File: src/rtl/tictactoe_pkg.sv
`default_nettype none
// ============================================================================
// Module      : tictactoe_pkg
// Description : Shared types, board constants and helpers for the
//               tic-tac-toe design (input encoder, game FSM, VGA path).
// Contents    : sel_state_t  - move-select handshake states
//               BOARD_DIM    - cells per row/column
//               BOARD_CELLS  - total cells on the board
//               idx_to_onehot- cell index (0..8) to 9-bit one-hot
// Revision    : 1.0 - initial release
// ============================================================================
package tictactoe_pkg;

  typedef enum logic {
    SEL_IDLE    = 1'b0,
    SEL_PENDING = 1'b1
  } sel_state_t;

  localparam int BOARD_DIM   = 3;
  localparam int BOARD_CELLS = 9;

  // Out-of-range indices map to an all-zero word rather than wrapping,
  // so a corrupted index can never light a wrong cell.
  function automatic logic [8:0] idx_to_onehot(input logic [3:0] idx);
    logic [8:0] onehot;
    onehot = '0;
    if (idx < 4'd9) begin
      onehot = 9'd1 << idx;
    end
    return onehot;
  endfunction

endpackage
`default_nettype wire

File: src/rtl/button_debouncer.sv
`default_nettype none
// ============================================================================
// Module      : button_debouncer
// Description : Two-flop synchronizer, counter-based debouncer and
//               registered one-cycle press pulse for one active-low button.
// Ports       : clk    in  1  system clock
//               rst    in  1  synchronous active-high reset
//               btn_n  in  1  raw active-low button (asynchronous)
//               press  out 1  one-cycle pulse on each debounced press
// Revision    : 1.0 - initial release
// ============================================================================
module button_debouncer #(
  parameter int DEBOUNCE_CYCLES = 500000
) (
  input  logic clk,
  input  logic rst,
  input  logic btn_n,
  output logic press
);

  localparam int CNT_W = (DEBOUNCE_CYCLES > 1) ? $clog2(DEBOUNCE_CYCLES) : 1;
  localparam logic [CNT_W-1:0] CNT_MAX = CNT_W'(DEBOUNCE_CYCLES - 1);

  logic             sync1_q,     sync1_d;
  logic             sync2_q,     sync2_d;
  logic             level_q,     level_d;
  logic             level_dly_q, level_dly_d;
  logic [CNT_W-1:0] cnt_q,       cnt_d;
  logic             press_q,     press_d;

  always_comb begin
    sync1_d     = btn_n;
    sync2_d     = sync1_q;
    level_d     = level_q;
    cnt_d       = '0;
    // Count only while the synced level disagrees; any agreement restarts
    // the hold period, which is what rejects bounce.
    if (sync2_q != level_q) begin
      if (cnt_q == CNT_MAX) begin
        level_d = sync2_q;
      end else begin
        cnt_d = cnt_q + 1'b1;
      end
    end
    // Edge detect against the previous debounced level so the pulse is a
    // clean registered output one cycle after the level changes.
    level_dly_d = level_q;
    press_d     = level_dly_q & ~level_q;
  end

  always_ff @(posedge clk) begin
    if (rst) begin
      sync1_q     <= 1'b1;
      sync2_q     <= 1'b1;
      level_q     <= 1'b1;
      level_dly_q <= 1'b1;
      cnt_q       <= '0;
      press_q     <= 1'b0;
    end else begin
      sync1_q     <= sync1_d;
      sync2_q     <= sync2_d;
      level_q     <= level_d;
      level_dly_q <= level_dly_d;
      cnt_q       <= cnt_d;
      press_q     <= press_d;
    end
  end

  assign press = press_q;

endmodule
`default_nettype wire

File: src/rtl/move_input_encoder.sv
`default_nettype none
// ============================================================================
// Module      : move_input_encoder
// Description : Player-input front end. Debounces right/down/select buttons,
//               tracks a 3x3 cursor and presents confirmed moves to the game
//               FSM through a valid/ack handshake.
// Ports       : MAX10_CLK1_50 in  1  system clock
//               rst           in  1  synchronous active-high reset
//               btn_right_n   in  1  raw right button, active-low
//               btn_down_n    in  1  raw down button, active-low
//               btn_select_n  in  1  raw select button, active-low
//               enable        in  1  game FSM accepts moves
//               move_ack      in  1  game FSM consumed the move (pulse)
//               cursor        out 4  cursor cell index row*3+col
//               cursor_onehot out 9  one-hot of cursor
//               move          out 9  one-hot of latched move, 0 if not valid
//               move_valid    out 1  move presented, held until ack/abort
// Revision    : 1.0 - initial release
// ============================================================================
module move_input_encoder
  import tictactoe_pkg::*;
#(
  parameter int DEBOUNCE_CYCLES = 500000
) (
  input  logic       MAX10_CLK1_50,
  input  logic       rst,
  input  logic       btn_right_n,
  input  logic       btn_down_n,
  input  logic       btn_select_n,
  input  logic       enable,
  input  logic       move_ack,
  output logic [3:0] cursor,
  output logic [8:0] cursor_onehot,
  output logic [8:0] move,
  output logic       move_valid
);

  logic press_right;
  logic press_down;
  logic press_select;

  button_debouncer #(.DEBOUNCE_CYCLES(DEBOUNCE_CYCLES)) u_deb_right (
    .clk   (MAX10_CLK1_50),
    .rst   (rst),
    .btn_n (btn_right_n),
    .press (press_right)
  );

  button_debouncer #(.DEBOUNCE_CYCLES(DEBOUNCE_CYCLES)) u_deb_down (
    .clk   (MAX10_CLK1_50),
    .rst   (rst),
    .btn_n (btn_down_n),
    .press (press_down)
  );

  button_debouncer #(.DEBOUNCE_CYCLES(DEBOUNCE_CYCLES)) u_deb_select (
    .clk   (MAX10_CLK1_50),
    .rst   (rst),
    .btn_n (btn_select_n),
    .press (press_select)
  );

  localparam logic [1:0] LAST_POS = 2'(BOARD_DIM - 1);

  logic [1:0] row_q,           row_d;
  logic [1:0] col_q,           col_d;
  logic [3:0] cursor_q,        cursor_d;
  logic [8:0] cursor_onehot_q, cursor_onehot_d;
  logic [8:0] move_q,          move_d;
  logic       move_valid_q,    move_valid_d;
  sel_state_t state_q,         state_d;

  // Cursor: independent of the select FSM and of enable. The index and
  // one-hot are derived from the next row/col so they change together
  // with row/col on the same edge.
  always_comb begin
    row_d = row_q;
    col_d = col_q;
    if (press_right) begin
      col_d = (col_q == LAST_POS) ? 2'd0 : col_q + 2'd1;
    end
    if (press_down) begin
      row_d = (row_q == LAST_POS) ? 2'd0 : row_q + 2'd1;
    end
    cursor_d        = ({2'b00, row_d} * 4'd3) + {2'b00, col_d};
    cursor_onehot_d = idx_to_onehot(cursor_d);
  end

  // Select handshake. The captured move is the registered one-hot, i.e.
  // the cursor as displayed before any same-cycle cursor step.
  always_comb begin
    state_d      = state_q;
    move_d       = move_q;
    move_valid_d = move_valid_q;
    case (state_q)
      SEL_IDLE: begin
        if (press_select && enable) begin
          move_d       = cursor_onehot_q;
          move_valid_d = 1'b1;
          state_d      = SEL_PENDING;
        end
      end
      SEL_PENDING: begin
        // Ack and abort share one clearing path, so both together have
        // the same single effect as either alone.
        if (move_ack || !enable) begin
          move_d       = '0;
          move_valid_d = 1'b0;
          state_d      = SEL_IDLE;
        end
      end
      default: begin
        move_d       = '0;
        move_valid_d = 1'b0;
        state_d      = SEL_IDLE;
      end
    endcase
  end

  always_ff @(posedge MAX10_CLK1_50) begin
    if (rst) begin
      row_q           <= 2'd0;
      col_q           <= 2'd0;
      cursor_q        <= 4'd0;
      cursor_onehot_q <= 9'h001;
      move_q          <= '0;
      move_valid_q    <= 1'b0;
      state_q         <= SEL_IDLE;
    end else begin
      row_q           <= row_d;
      col_q           <= col_d;
      cursor_q        <= cursor_d;
      cursor_onehot_q <= cursor_onehot_d;
      move_q          <= move_d;
      move_valid_q    <= move_valid_d;
      state_q         <= state_d;
    end
  end

  assign cursor        = cursor_q;
  assign cursor_onehot = cursor_onehot_q;
  assign move          = move_q;
  assign move_valid    = move_valid_q;

endmodule
`default_nettype wire

File: config.mk
export PLATFORM = sky130hd
export DESIGN_NAME = move_input_encoder
export DESIGN_NICKNAME = d
export VERILOG_FILES = /design/src/rtl/tictactoe_pkg.sv /design/src/rtl/button_debouncer.sv /design/src/rtl/move_input_encoder.sv
export SDC_FILE = /design/constraint.sdc
export NUM_CORES = 1
export LEC_CHECK = 0
export ABC_AREA = 1
export BUFFER_PORTS_ARGS = -buffer_cell sky130_fd_sc_hd__buf_2
export CORE_MARGIN = 3
export CORE_UTILIZATION = 55
export CTS_CLUSTER_DIAMETER = 40
export DETAILED_ROUTE_END_ITERATION = 6
export HOLD_SLACK_MARGIN = 0.15
export PLACE_DENSITY = 0.74
export SLEW_MARGIN = 30
export SYNTH_ARGS = -nofsm -noshare
export SYNTH_HDL_FRONTEND = slang
export SYNTH_SLANG_ARGS = --single-unit
File: constraint.sdc
create_clock -name MAX10_CLK1_50 -period 5.3 [get_ports MAX10_CLK1_50]
set_input_delay 0.795 -clock MAX10_CLK1_50 [delete_from_list [all_inputs] [get_ports MAX10_CLK1_50]]
set_output_delay 0.795 -clock MAX10_CLK1_50 [all_outputs]
set_load 0.005 [all_outputs]
==> flow_metrics.py <==
metrics = {
    "worst_hold_path": {
        "hold_class": "reg2reg",
        "holdPathStages": 2,
        "min_from": "u_deb_right.level_dly_q$_SDFF_PP1_",
        "hold_end": "u_deb_right.press$_SDFF_PP0_",
    },
    "floorplan": {
        "num_rows": 31,
        "initial_utilization_pct": 58.6,
        "ioPinCount": 30,
        "die_h_um": 95.3,
        "die_area_um2": 9080,
        "die_w_um": 95.3,
        "core_region_area_um2": 7490,
    },
    "drt": {
        "drt-total-wl_mm": 8.01,
        "routedWlPerCell_um": 10.9,
        "via_count": 3636,
        "wl_met1_mm": 3.82,
        "drt_pass1_iterations": 4,
        "top_layer_used": "met4",
        "drc": 0,
        "viasPerCell": 4.96,
        "drtIter0Drc": 102,
        "wl_met3_um": 409,
        "antenna_left": 0,
        "met2_wirelength_mm": 3.70,
    },
    "logic_synthesis": {
        "synth-seq-cells": 100,
        "synth_cells": 595,
        "netlist_area_um2": 4390,
        "syn_nets": 609,
        "synthDistinctLibCells": 28,
        "yosysWarnings": 0,
        "ys_seq_area_share_pct": 45.6,
        "syn_avg_cell_area_um2": 7.37,
    },
    "outcome": {
        "status": "completed",
    },
    "place": {
        "gp_congestion": 0.894,
        "place_area_um2": 4610,
        "port_buffers": 29,
        "post-dp-hpwl_mm": 5.86,
        "dp_slack_ns": 2.89,
    },
    "cells_and_area": {
        "layout_common_cells": "nand2_1 (142), nor2_1 (114), dfxtp_1 (100), inv_1 (59)",
        "layout.nets": 643,
        "final_cell_area_um2": 4830,
        "area_delta_synth_final_pct": 10.0,
        "fillers": 644,
        "final_common_cell": "nand2_1",
        "diodes": 0,
        "drive_gt1_share_pct": 13.6,
    },
    "setup_path": {
        "ff2ff_setup_slack_ns": 2.88,
        "cpPeakStageDelay_ns": 0.48,
        "worstPathCellList": "nand2_1 > inv_1 > nor3_1 > fa_1 > ha_1 > inv_1 > fa_1 > nor2_1 > nand2_1 > nor3_1",
        "cp_slowest_cell": "fa_1",
        "critPathTopFamily": "adder cells",
        "crit_path_end_kind": "flop",
        "critPathKind": "reg2reg",
        "path_buf_inv": 2,
        "rr_startpoint": "u_deb_down.press$_SDFF_PP0_",
        "r2r-end": "cursor_onehot[5]$_SDFF_PP0_",
        "worstSetupStartpointType": "flop",
        "reg2regPathDepth": 10,
        "arrival_ns": 2.72,
        "path_max_fanout": 4,
        "cp.required_ns": 5.60,
    },
    "clock_network": {
        "cts.sinks": 100,
        "postCtsSetupBuffers": 0,
        "path_clk_slew_ns": 0.10,
        "cts-root-buf": "clkbuf_8",
        "tritoncts": "yes",
        "cts_buffer_depth": 2,
        "clock_latency_ns": 0.37,
        "cts_buffers": 9,
        "htreeDepth": 3,
        "cts_resized": 0,
        "hold_buffers": 0,
    },
    "sta": {
        "fmax_mhz": 413,
        "layout_worst_path_cycle_share_pct": 45.6,
        "fin_tns_setup_ns": 0,
        "hold_violations": 0,
        "drv_slew": 0,
        "setup_violations": 0,
        "worstMarginPinSlew_ns": 0.522,
        "worst_clock_skew_ns": 0.0116,
        "rsz0062_at_grt": "no",
        "slew_headroom_pct": 65.2,
        "fin_crit_ns": 2.42,
        "setup_ws_ns": 2.88,
    },
    "global_route": {
        "antenna_found_initial": 0,
        "grt_use_total_pct": 19.7,
        "grt_pass1_wl_mm": 14.3,
        "overflow": 0,
        "grt_pass1_vias": 3394,
        "grt_max_degree": 32,
    },
    "pwr": {
        "p_leak_nw": 1.75,
        "powerDensity_nw_per_um2": 267,
        "peakVddDrop_mv": 0.153,
    },
    "flow_run": {
        "cap_violations": 0,
    },
}
## flip-flops by register name, summed over array words and instances, names as in the netlist, 2 cells and up
| register | cells |
|---|---|
| row_q | 2 |
| cursor_onehot | 9 |
| u_deb_right.cnt_q | 19 |
| col_q | 2 |
| u_deb_down.cnt_q | 19 |
| move | 9 |
| cursor | 4 |
| u_deb_select.cnt_q | 19 |
## kinds of logic after synthesis
group / Yosys count / synth area share [%]
buffers and inverters: 69 / 6.45
adder cells (fa/ha/maj): 7 / 2.34
AND/OR/NAND/NOR: 351 / 35.4
AO/OA/AOI/OAI: 44 / 5.36
flip-flops: 100 / 45.6
XOR/XNOR: 24 / 4.79
## metrics by stage
stage               power, W  util [%]  cells  hold slack [ns]
floorplan           0.000784         -    595            0.389
global placement    0.000788      61.6    717            0.394
detailed placement  0.000788      61.6    717            0.398
CTS                  0.00131      64.5    733            0.411
global route         0.00134      64.5    733            0.429
finish               0.00129      64.5    733            0.413
## power breakdown
group / internal, W / switching (W)
logic: 0.00000466 / 0.0000106
clock network: 0.000230 / 0.000288
registers: 0.000754 / 0.00000172
total: 0.000988 / 0.000300
## worst min-delay path, cell delays in order, from the launching register on
cell     delay (ns)
dfxtp_1        0.31
inv_1          0.04
nor2_1         0.03
## cell usage after synthesis (all sizes together)
library cell  count  area [µm²]
nand2           147         569
nor2            124         505
dfxtp           100        2000
inv              62         233
nand3            38         230
a21oi            33         176
or2              17         106
xor2             14         123
nor3             13        65.1
o21ai            11        58.8
xnor2            10        87.6
nand4             8        50.1
ha                5        62.6
buf               3        33.8
clkbuf            3        11.3
fa                2        40.0
nand3b            2        15.0
nor4              2        12.5
clkinv            1        5.00
## how the worst max path moves through the flow
stage                                   to  cells after the start                        start
2_1_floorplan  cursor_onehot[4]$_SDFF_PP0_                     10  u_deb_down.press$_SDFF_PP0_
3_3_place_gp   cursor_onehot[5]$_SDFF_PP0_                     10  u_deb_down.press$_SDFF_PP0_
3_5_place_dp   cursor_onehot[5]$_SDFF_PP0_                     10  u_deb_down.press$_SDFF_PP0_
4_1_cts        cursor_onehot[5]$_SDFF_PP0_                     10  u_deb_down.press$_SDFF_PP0_
5_1_grt        cursor_onehot[6]$_SDFF_PP0_                     10  u_deb_down.press$_SDFF_PP0_
6_report       cursor_onehot[5]$_SDFF_PP0_                     10  u_deb_down.press$_SDFF_PP0_
## cell type report
class	count	area (µm²)	share of cell area (%)
timing repair buffer	29	145	3.01
inverter	63	238	4.92
clock inverter	7	92.6	1.92
sequential	100	2000	41.5
multi-input combinational	426	2100	43.5
clock buffer	9	124	2.57
tap	99	124	2.57
## metal layers
metal	up-vias	global-route usage, %
li1	1928	-
met5	-	0
met3	10	6.00
met2	72	33.2
met4	0	5.89
met1	1626	24.1
No activity file was read; power rests on OpenSTA's default activity.
